[src/rtl/plic_claim_agent_if.sv]
`default_nettype none
// ============================================================================
//  Module   : plic_claim_agent_if
//  Brief    : 32-bit address / 32-bit data register bus, single outstanding beat
//  Revision : 1.0  initial release
// ============================================================================
interface plic_claim_agent_if;
    logic [31:0] addr;
    logic        write;
    logic [31:0] wdata;
    logic [3:0]  wstrb;
    logic        valid;
    logic [31:0] rdata;
    logic        error;
    logic        ready;

    modport master (
        output addr, write, wdata, wstrb, valid,
        input  rdata, error, ready
    );

    modport slave (
        input  addr, write, wdata, wstrb, valid,
        output rdata, error, ready
    );
endinterface
`default_nettype wire

[src/rtl/plic_claim_agent.sv]
`default_nettype none
// ============================================================================
//  Module   : plic_claim_agent
//  Brief    : PLIC claim/complete initiator: claims an ID on eip, hands it to a
//             local consumer, and writes it back once the consumer is done.
//  Revision : 1.0  initial release
// ============================================================================
module plic_claim_agent #(
    parameter int          N_SOURCE   = 30,
    parameter int          SRCW       = $clog2(N_SOURCE + 1),
    parameter logic [31:0] BASE_ADDR  = 32'h0C00_0000,
    parameter logic [31:0] CC_OFFSET  = 32'h0020_0004,
    parameter logic [31:0] CTX_STRIDE = 32'h0000_1000,
    parameter int          TARGET_ID  = 0,
    parameter int          HOLDOFF    = 2
) (
    input  logic                clk_i,
    input  logic                rst_ni,
    input  logic                eip_i,
    plic_claim_agent_if.master  reg_bus,
    output logic                irq_valid_o,
    input  logic                irq_ready_i,
    output logic [SRCW-1:0]     irq_id_o,
    input  logic                done_i,
    output logic                busy_o,
    output logic                err_o,
    output logic [15:0]         spurious_cnt_o
);

    localparam int          c_HW        = $clog2(HOLDOFF + 1);
    localparam logic [c_HW-1:0] c_HOLDOFF = c_HW'(HOLDOFF);
    localparam logic [31:0] c_NSRC      = 32'(N_SOURCE);
    // Context address wraps modulo 2^32 by construction of the 32-bit sum.
    localparam logic [31:0] c_CC_ADDR   = BASE_ADDR + CC_OFFSET + (CTX_STRIDE * 32'(TARGET_ID));

    localparam logic [2:0] c_IDLE      = 3'd0;
    localparam logic [2:0] c_CLAIM     = 3'd1;
    localparam logic [2:0] c_DELIVER   = 3'd2;
    localparam logic [2:0] c_WAIT_DONE = 3'd3;
    localparam logic [2:0] c_COMPLETE  = 3'd4;

    logic [2:0]      r_state;
    logic [2:0]      w_next_state;
    logic [SRCW-1:0] r_irq_id;
    logic [c_HW-1:0] r_holdoff;
    logic            r_err;
    logic [15:0]     r_spur;

    logic [SRCW-1:0] w_rd_id;
    logic            w_rd_bad;
    logic            w_rd_spur;
    logic            w_rd_ok;
    logic            w_claim_beat;
    logic            w_cmpl_beat;

    // Any nonzero bit above the ID field also makes rdata exceed N_SOURCE.
    assign w_rd_id      = reg_bus.rdata[SRCW-1:0];
    assign w_rd_bad     = reg_bus.error || (reg_bus.rdata > c_NSRC);
    assign w_rd_spur    = !w_rd_bad && (reg_bus.rdata == 32'd0);
    assign w_rd_ok      = !w_rd_bad && !w_rd_spur;
    assign w_claim_beat = (r_state == c_CLAIM) && reg_bus.ready;
    assign w_cmpl_beat  = (r_state == c_COMPLETE) && reg_bus.ready;

    always_ff @(posedge clk_i or negedge rst_ni) begin
        if (!rst_ni) begin
            r_state <= c_IDLE;
        end else begin
            r_state <= w_next_state;
        end
    end

    always_comb begin
        w_next_state = r_state;
        case (r_state)
            c_IDLE: begin
                if ((r_holdoff == '0) && eip_i) begin
                    w_next_state = c_CLAIM;
                end
            end
            c_CLAIM: begin
                if (reg_bus.ready) begin
                    w_next_state = w_rd_ok ? c_DELIVER : c_IDLE;
                end
            end
            c_DELIVER: begin
                if (irq_ready_i) begin
                    w_next_state = c_WAIT_DONE;
                end
            end
            c_WAIT_DONE: begin
                if (done_i) begin
                    w_next_state = c_COMPLETE;
                end
            end
            c_COMPLETE: begin
                if (reg_bus.ready) begin
                    w_next_state = c_IDLE;
                end
            end
            default: w_next_state = c_IDLE;
        endcase
    end

    // Request fields are a pure function of state, so they hold until the beat ends.
    always_comb begin
        irq_valid_o     = (r_state == c_DELIVER);
        busy_o          = (r_state != c_IDLE);
        reg_bus.valid   = (r_state == c_CLAIM) || (r_state == c_COMPLETE);
        reg_bus.addr    = 32'd0;
        reg_bus.write   = 1'b0;
        reg_bus.wdata   = 32'd0;
        reg_bus.wstrb   = 4'h0;
        if (r_state == c_CLAIM) begin
            reg_bus.addr = c_CC_ADDR;
        end else if (r_state == c_COMPLETE) begin
            reg_bus.addr  = c_CC_ADDR;
            reg_bus.write = 1'b1;
            reg_bus.wdata = 32'(r_irq_id);
            reg_bus.wstrb = 4'hF;
        end
    end

    always_ff @(posedge clk_i or negedge rst_ni) begin
        if (!rst_ni) begin
            r_irq_id  <= '0;
            r_holdoff <= '0;
            r_err     <= 1'b0;
            r_spur    <= 16'd0;
        end else begin
            r_err <= (w_claim_beat && w_rd_bad) || (w_cmpl_beat && reg_bus.error);

            if (w_claim_beat && w_rd_ok) begin
                r_irq_id <= w_rd_id;
            end

            if (w_claim_beat && w_rd_spur && (r_spur != 16'hFFFF)) begin
                r_spur <= r_spur + 16'd1;
            end

            // Gives the PLIC time to drop eip for the source just handled.
            if ((w_claim_beat && !w_rd_ok) || w_cmpl_beat) begin
                r_holdoff <= c_HOLDOFF;
            end else if ((r_state == c_IDLE) && (r_holdoff != '0)) begin
                r_holdoff <= r_holdoff - c_HW'(1);
            end
        end
    end

    assign irq_id_o       = r_irq_id;
    assign err_o          = r_err;
    assign spurious_cnt_o = r_spur;

endmodule
`default_nettype wire
[src/flat_wrapper.sv]
// flat-port wrapper written by rule: the top's interface ports become plain ports
module plic_claim_agent_flat 
#(
    parameter int          N_SOURCE   = 30,
    parameter int          SRCW       = $clog2(N_SOURCE + 1),
    parameter logic [31:0] BASE_ADDR  = 32'h0C00_0000,
    parameter logic [31:0] CC_OFFSET  = 32'h0020_0004,
    parameter logic [31:0] CTX_STRIDE = 32'h0000_1000,
    parameter int          TARGET_ID  = 0,
    parameter int          HOLDOFF    = 2
)
  (clk_i, rst_ni, eip_i, irq_valid_o, irq_ready_i, irq_id_o, done_i, busy_o, err_o, spurious_cnt_o, reg_bus_addr, reg_bus_write, reg_bus_wdata, reg_bus_wstrb, reg_bus_valid, reg_bus_rdata, reg_bus_error, reg_bus_ready);
  plic_claim_agent_if reg_bus_i ();
  input  logic clk_i;
  input  logic rst_ni;
  input  logic eip_i;
  output logic irq_valid_o;
  input  logic irq_ready_i;
  output logic [SRCW-1:0] irq_id_o;
  input  logic done_i;
  output logic busy_o;
  output logic err_o;
  output logic [15:0] spurious_cnt_o;
  output wire logic [$bits(reg_bus_i.addr)-1:0] reg_bus_addr;
  output wire logic [$bits(reg_bus_i.write)-1:0] reg_bus_write;
  output wire logic [$bits(reg_bus_i.wdata)-1:0] reg_bus_wdata;
  output wire logic [$bits(reg_bus_i.wstrb)-1:0] reg_bus_wstrb;
  output wire logic [$bits(reg_bus_i.valid)-1:0] reg_bus_valid;
  input wire logic [$bits(reg_bus_i.rdata)-1:0] reg_bus_rdata;
  input wire logic [$bits(reg_bus_i.error)-1:0] reg_bus_error;
  input wire logic [$bits(reg_bus_i.ready)-1:0] reg_bus_ready;
  assign reg_bus_addr = reg_bus_i.addr;
  assign reg_bus_write = reg_bus_i.write;
  assign reg_bus_wdata = reg_bus_i.wdata;
  assign reg_bus_wstrb = reg_bus_i.wstrb;
  assign reg_bus_valid = reg_bus_i.valid;
  assign reg_bus_i.rdata = reg_bus_rdata;
  assign reg_bus_i.error = reg_bus_error;
  assign reg_bus_i.ready = reg_bus_ready;
  plic_claim_agent #(.N_SOURCE(N_SOURCE), .SRCW(SRCW), .BASE_ADDR(BASE_ADDR), .CC_OFFSET(CC_OFFSET), .CTX_STRIDE(CTX_STRIDE), .TARGET_ID(TARGET_ID), .HOLDOFF(HOLDOFF)) u_core (.clk_i(clk_i), .rst_ni(rst_ni), .eip_i(eip_i), .reg_bus(reg_bus_i), .irq_valid_o(irq_valid_o), .irq_ready_i(irq_ready_i), .irq_id_o(irq_id_o), .done_i(done_i), .busy_o(busy_o), .err_o(err_o), .spurious_cnt_o(spurious_cnt_o));
endmodule
[config.mk]
export PLATFORM = sky130hd
export DESIGN_NAME = plic_claim_agent_flat
export DESIGN_NICKNAME = d
export VERILOG_FILES = /design/src/rtl/plic_claim_agent_if.sv /design/src/rtl/plic_claim_agent.sv /design/src/flat_wrapper.sv
export SDC_FILE = /design/constraint.sdc
export NUM_CORES = 1
export LEC_CHECK = 0
export CAP_MARGIN = 25
export CORE_UTILIZATION = 34
export CTS_BUF_LIST = sky130_fd_sc_hd__clkbuf_8
export DETAILED_ROUTE_END_ITERATION = 7
export HOLD_SLACK_MARGIN = 0.12
export PLACE_DENSITY = 0.89
export SLEW_MARGIN = 20
export SYNTH_ARGS = -nofsm -noshare
export SYNTH_HDL_FRONTEND = slang
export SYNTH_SLANG_ARGS = --single-unit
[constraint.sdc]
create_clock -name clk_i -period 1.8 [get_ports clk_i]
set_input_delay 0.27 -clock clk_i [delete_from_list [all_inputs] [get_ports clk_i]]
set_output_delay 0.27 -clock clk_i [all_outputs]
set_load 0.02 [all_outputs]
==> qor.csv <==
stage;metric;value;unit
sta;Final Setup Violations;16;
place;Detail Placement HPWL;3.833;mm
setup_path;WP data required;1960;ps
sta;RSZ-0062 raised after global routing;yes;
drt;Iter 0 DRT Violations;48;
sta;Worst Skew;3.349;ps
sta;post-route minimum period;1939;ps
clock_network;Root Buffer;clkbuf_8;
synth;post-synth top area share;33.50;%
clock_network;Clock Path Buffers;2;
clock_network;clk sinks;27;
synth;top cells by area, synth;dfrtp_1, buf_4, xor2_1;
pwr;Final Total Pwr;0.001832;W
setup_path;CP cell instances;ha_4 > nand4_1 > or4_4 > buf_4 > nor2_2 > buf_6 > nor4_4 > xor2_1;
floorplanning;die width;79.02;µm
synth;post-synthesis sequential area ratio;33.50;%
floorplanning;core area;5608;µm²
sta;final count of pins violating max slew;0;
sta;Final Worst Setup Slack;-138.8;ps
clock_network;total CTS buffers;3;
synth;Synth cell types;42;
synth;area leader, netlist;dfrtp_1;
global_route;vias in the first global route;1811;
synth;Cell Area, Synth;2017;µm²
pwr;Sw Pwr;0.0006686;W
floorplanning;Top Ports;133;
pwr;Int Power;0.001163;W
setup_path;FF-to-FF Start;u_core.spurious_cnt_o[1];
global_route;global-route wire length before repair;8.480;mm
setup_path;crit path from;u_core.spurious_cnt_o[1];
worst_hold_path;Tightest Hold Check Type;input pin to async pin;
finish;Antenna Cells;0;
setup_path;Setup crit end kind;flop;
clock_network;H-Tree Depth;1;
drt;via count;1815;
global_route;global route overflow;0;
floorplanning;Rows;27;
global_route;GRT Util Overall;17.58;%
floorplanning;Die Height;79.02;µm
status;failing checks;negative setup slack;
synth;Synth Area per Inst;9.210;µm²
pwr;part of the power in combinational logic;43.1;%
pwr;Pwr Density;547.8;nW/µm²
run;max_cap viols;0;
finish;Final nets;382;
floorplanning;Initial Util;35.97;%
clock_network;hold_buf cts;0;
drt;remaining antenna violation count after routing;0;
pwr;sequential share of power;37.4;%
pwr;Clk pwr share;19.4;%
sta;Fin Hold WS;358.1;ps
setup_path;CP Data Arrival Time;2100;ps
place;GPL Wtd Cong;0.8172;
drt;Avg WL per Cell;13.48;µm
synth;Ys Warns;0;
synth;cells after synthesis;219;
global_route;initial antenna violation count;0;
drt;routed wire length;5.552;mm
clock_network;CTS tree;done;
finish;layout cell share with drive strength beyond 1;37.06;%
drt;drt via density;4.405;
setup_path;critical setup path kind;flop to flop;
pwr;Worst VDD drop;0.4916;mV
setup_path;CP max-delay cell;or4_4;
floorplanning;DIE AREA;6244;µm²
finish;Layout area overhead;65.82;%
pwr;Net Sw Frac;36.50;%
drt;DRC;0;
global_route;largest net degree at the start of global routing;28;
clock_network;Clock Pin Slew Worst Setup and Hold Paths;100;ps
setup_path;max incr delay on CP;470;ps
drt;Pre-antenna DRT Iters;4;
place;Port Buffer Count;77;
synth;Yosys reg bits;27;
setup_path;startpoint types;flop;
pwr;LEAKAGE;1.653;nW
status;outcome;complete, but fails checks;
setup_path;peak fanout along the critical path;6;
sta;period utilization;107.7;%
sta;Hold Violations, Final;0;
clock_network;clock latency on the worst-skew pair;280;ps
place;pre-CTS WS;-499.3;ps
finish;Final Util;59.64;%
sta;fmax;0.5158;GHz
-- sequential cells by signal, indices dropped and copies added, names as in the netlist --
| signal | count |
|---|---|
| u_core.r_holdoff | 2 |
| u_core.err_o | 1 |
| u_core.r_state | 3 |
| u_core.spurious_cnt_o | 16 |
| u_core.irq_id_o | 5 |
-- placed cells by master (no fill, tap or decap), types with 6 or more instances in the layout --
cell             Yosys  final
buf_4               63     45
buf_6                1     13
clkdlybuf4s50_1      0     56
conb_1               1     55
dfrtp_1             27     21
dfrtp_2              0      6
nand2_1             14     12
nand3_1              8      6
nor2_1              12     10
nor3_2               0      6
nor4_4               0      6
xor2_1              14     13
-- what timing repair did --
item | in CTS | in global routing
hold endpoints to repair | 0 | 0
gates resized for setup | 80 | 45
pin swaps | 21 | 13
buffers inserted | 12 | 9
gates cloned | 1 | 0
endpoints found under the setup margin | 38 | 38
-- cell families (layout without fill, tap and decap cells) --
logic type,Yosys count,in the layout,synth area share (%)
buf+inv,74,141,25.99
xor+xnor,17,17,7.382
flops,27,27,33.50
fa+ha+maj,2,2,1.240
mux,6,6,3.536
compound gates,10,10,3.660
simple gates,82,82,24.50
other cells,1,55,0.1859
-- worst max-delay path, delay by kind of cell, from the launching register on --
kind | cells | cell delay [ps]
xor gates and xnor gates | 1 | 160
adders and majority gates | 1 | 140
buffers and inverters | 2 | 340
DFF | 1 | 400
and+or+nand+nor | 4 | 780
-- cell type report --
cell class	count	area, µm²
clock buffers	3	41.29
clock inverters	1	5.005
fillers	476	2263
inverters	5	18.77
multi-input cells	172	1287
flip-flops and latches	27	683.2
well taps	72	90.09
repair buffers	132	1219
-- per-layer routing --
metal | GRT usage (%) | wire length (µm) | vias up
met5 | 0 | 0 | -
met2 | 35.00 | 3117 | 78
met4 | 3.273 | 44 | 0
met1 | 18.78 | 2056 | 873
li1 | - | - | 858
met3 | 3.678 | 334 | 6
-- path summary, 6_finish.rpt --
kind | to | slack [ps] | cells after the start
min in group clk_i | u_core.spurious_cnt_o[15] | 500 | 1
min reg2reg | u_core.spurious_cnt_o[15] | 500 | 1
max in group asynchronous | u_core.spurious_cnt_o[0] | 1160 | 2
min | u_core.spurious_cnt_o[13] | 360 | 2
max reg2reg | u_core.spurious_cnt_o[9] | -140 | 8
max | u_core.spurious_cnt_o[9] | -140 | 8
-- power by group through the flow --
stage	registers [W]	clock network (W)	logic [W]
2_1_floorplan	0.000683	0	0.000601
3_3_place_gp	0.000696	0	0.000772
3_5_place_dp	0.000700	0	0.000791
4_1_cts	0.000684	0.000367	0.000782
5_1_grt	0.000689	0.000393	0.000869
6_report	0.000686	0.000356	0.000790
-- through the flow --
| stage | cells | instance area, µm² | TNS (ps) |
|---|---|---|---|
| 6_report | 412 | 3344 | -1801 |
| 5_1_grt | 412 | 3344 | -2954 |
| 4_1_cts | 403 | 3187 | -819.0 |
| 3_5_place_dp | 387 | 2873 | -9688 |
| 3_3_place_gp | 387 | 2873 | -9248 |
| 2_1_floorplan | 273 | 2250 | -117.3 |
-- Yosys cell counts, drive strengths merged --
| master | number |
|---|---|
| o22ai | 1 |
| nor3b | 2 |
| nor4 | 12 |
| inv | 5 |
| conb | 1 |
| nand2 | 14 |
| nor2b | 1 |
| xor2 | 14 |
| a21oi | 3 |
| buf | 66 |
| nand3b | 1 |
| clkbuf | 3 |
| or4 | 1 |
| dfrtp | 27 |
| o21ai | 2 |
| or2 | 1 |
| and3 | 2 |
| a211oi | 2 |
| and2 | 5 |
| a2bb2oi | 1 |
| mux2 | 6 |
| nor2 | 13 |
| and4 | 2 |
| ha | 2 |
| nand2b | 3 |
| nand3 | 9 |
| nor4b | 2 |
| or3 | 1 |
| o21a | 1 |
| nand4 | 3 |
| xnor2 | 3 |
| nor3 | 10 |
(Power assumes the default switching activity.)
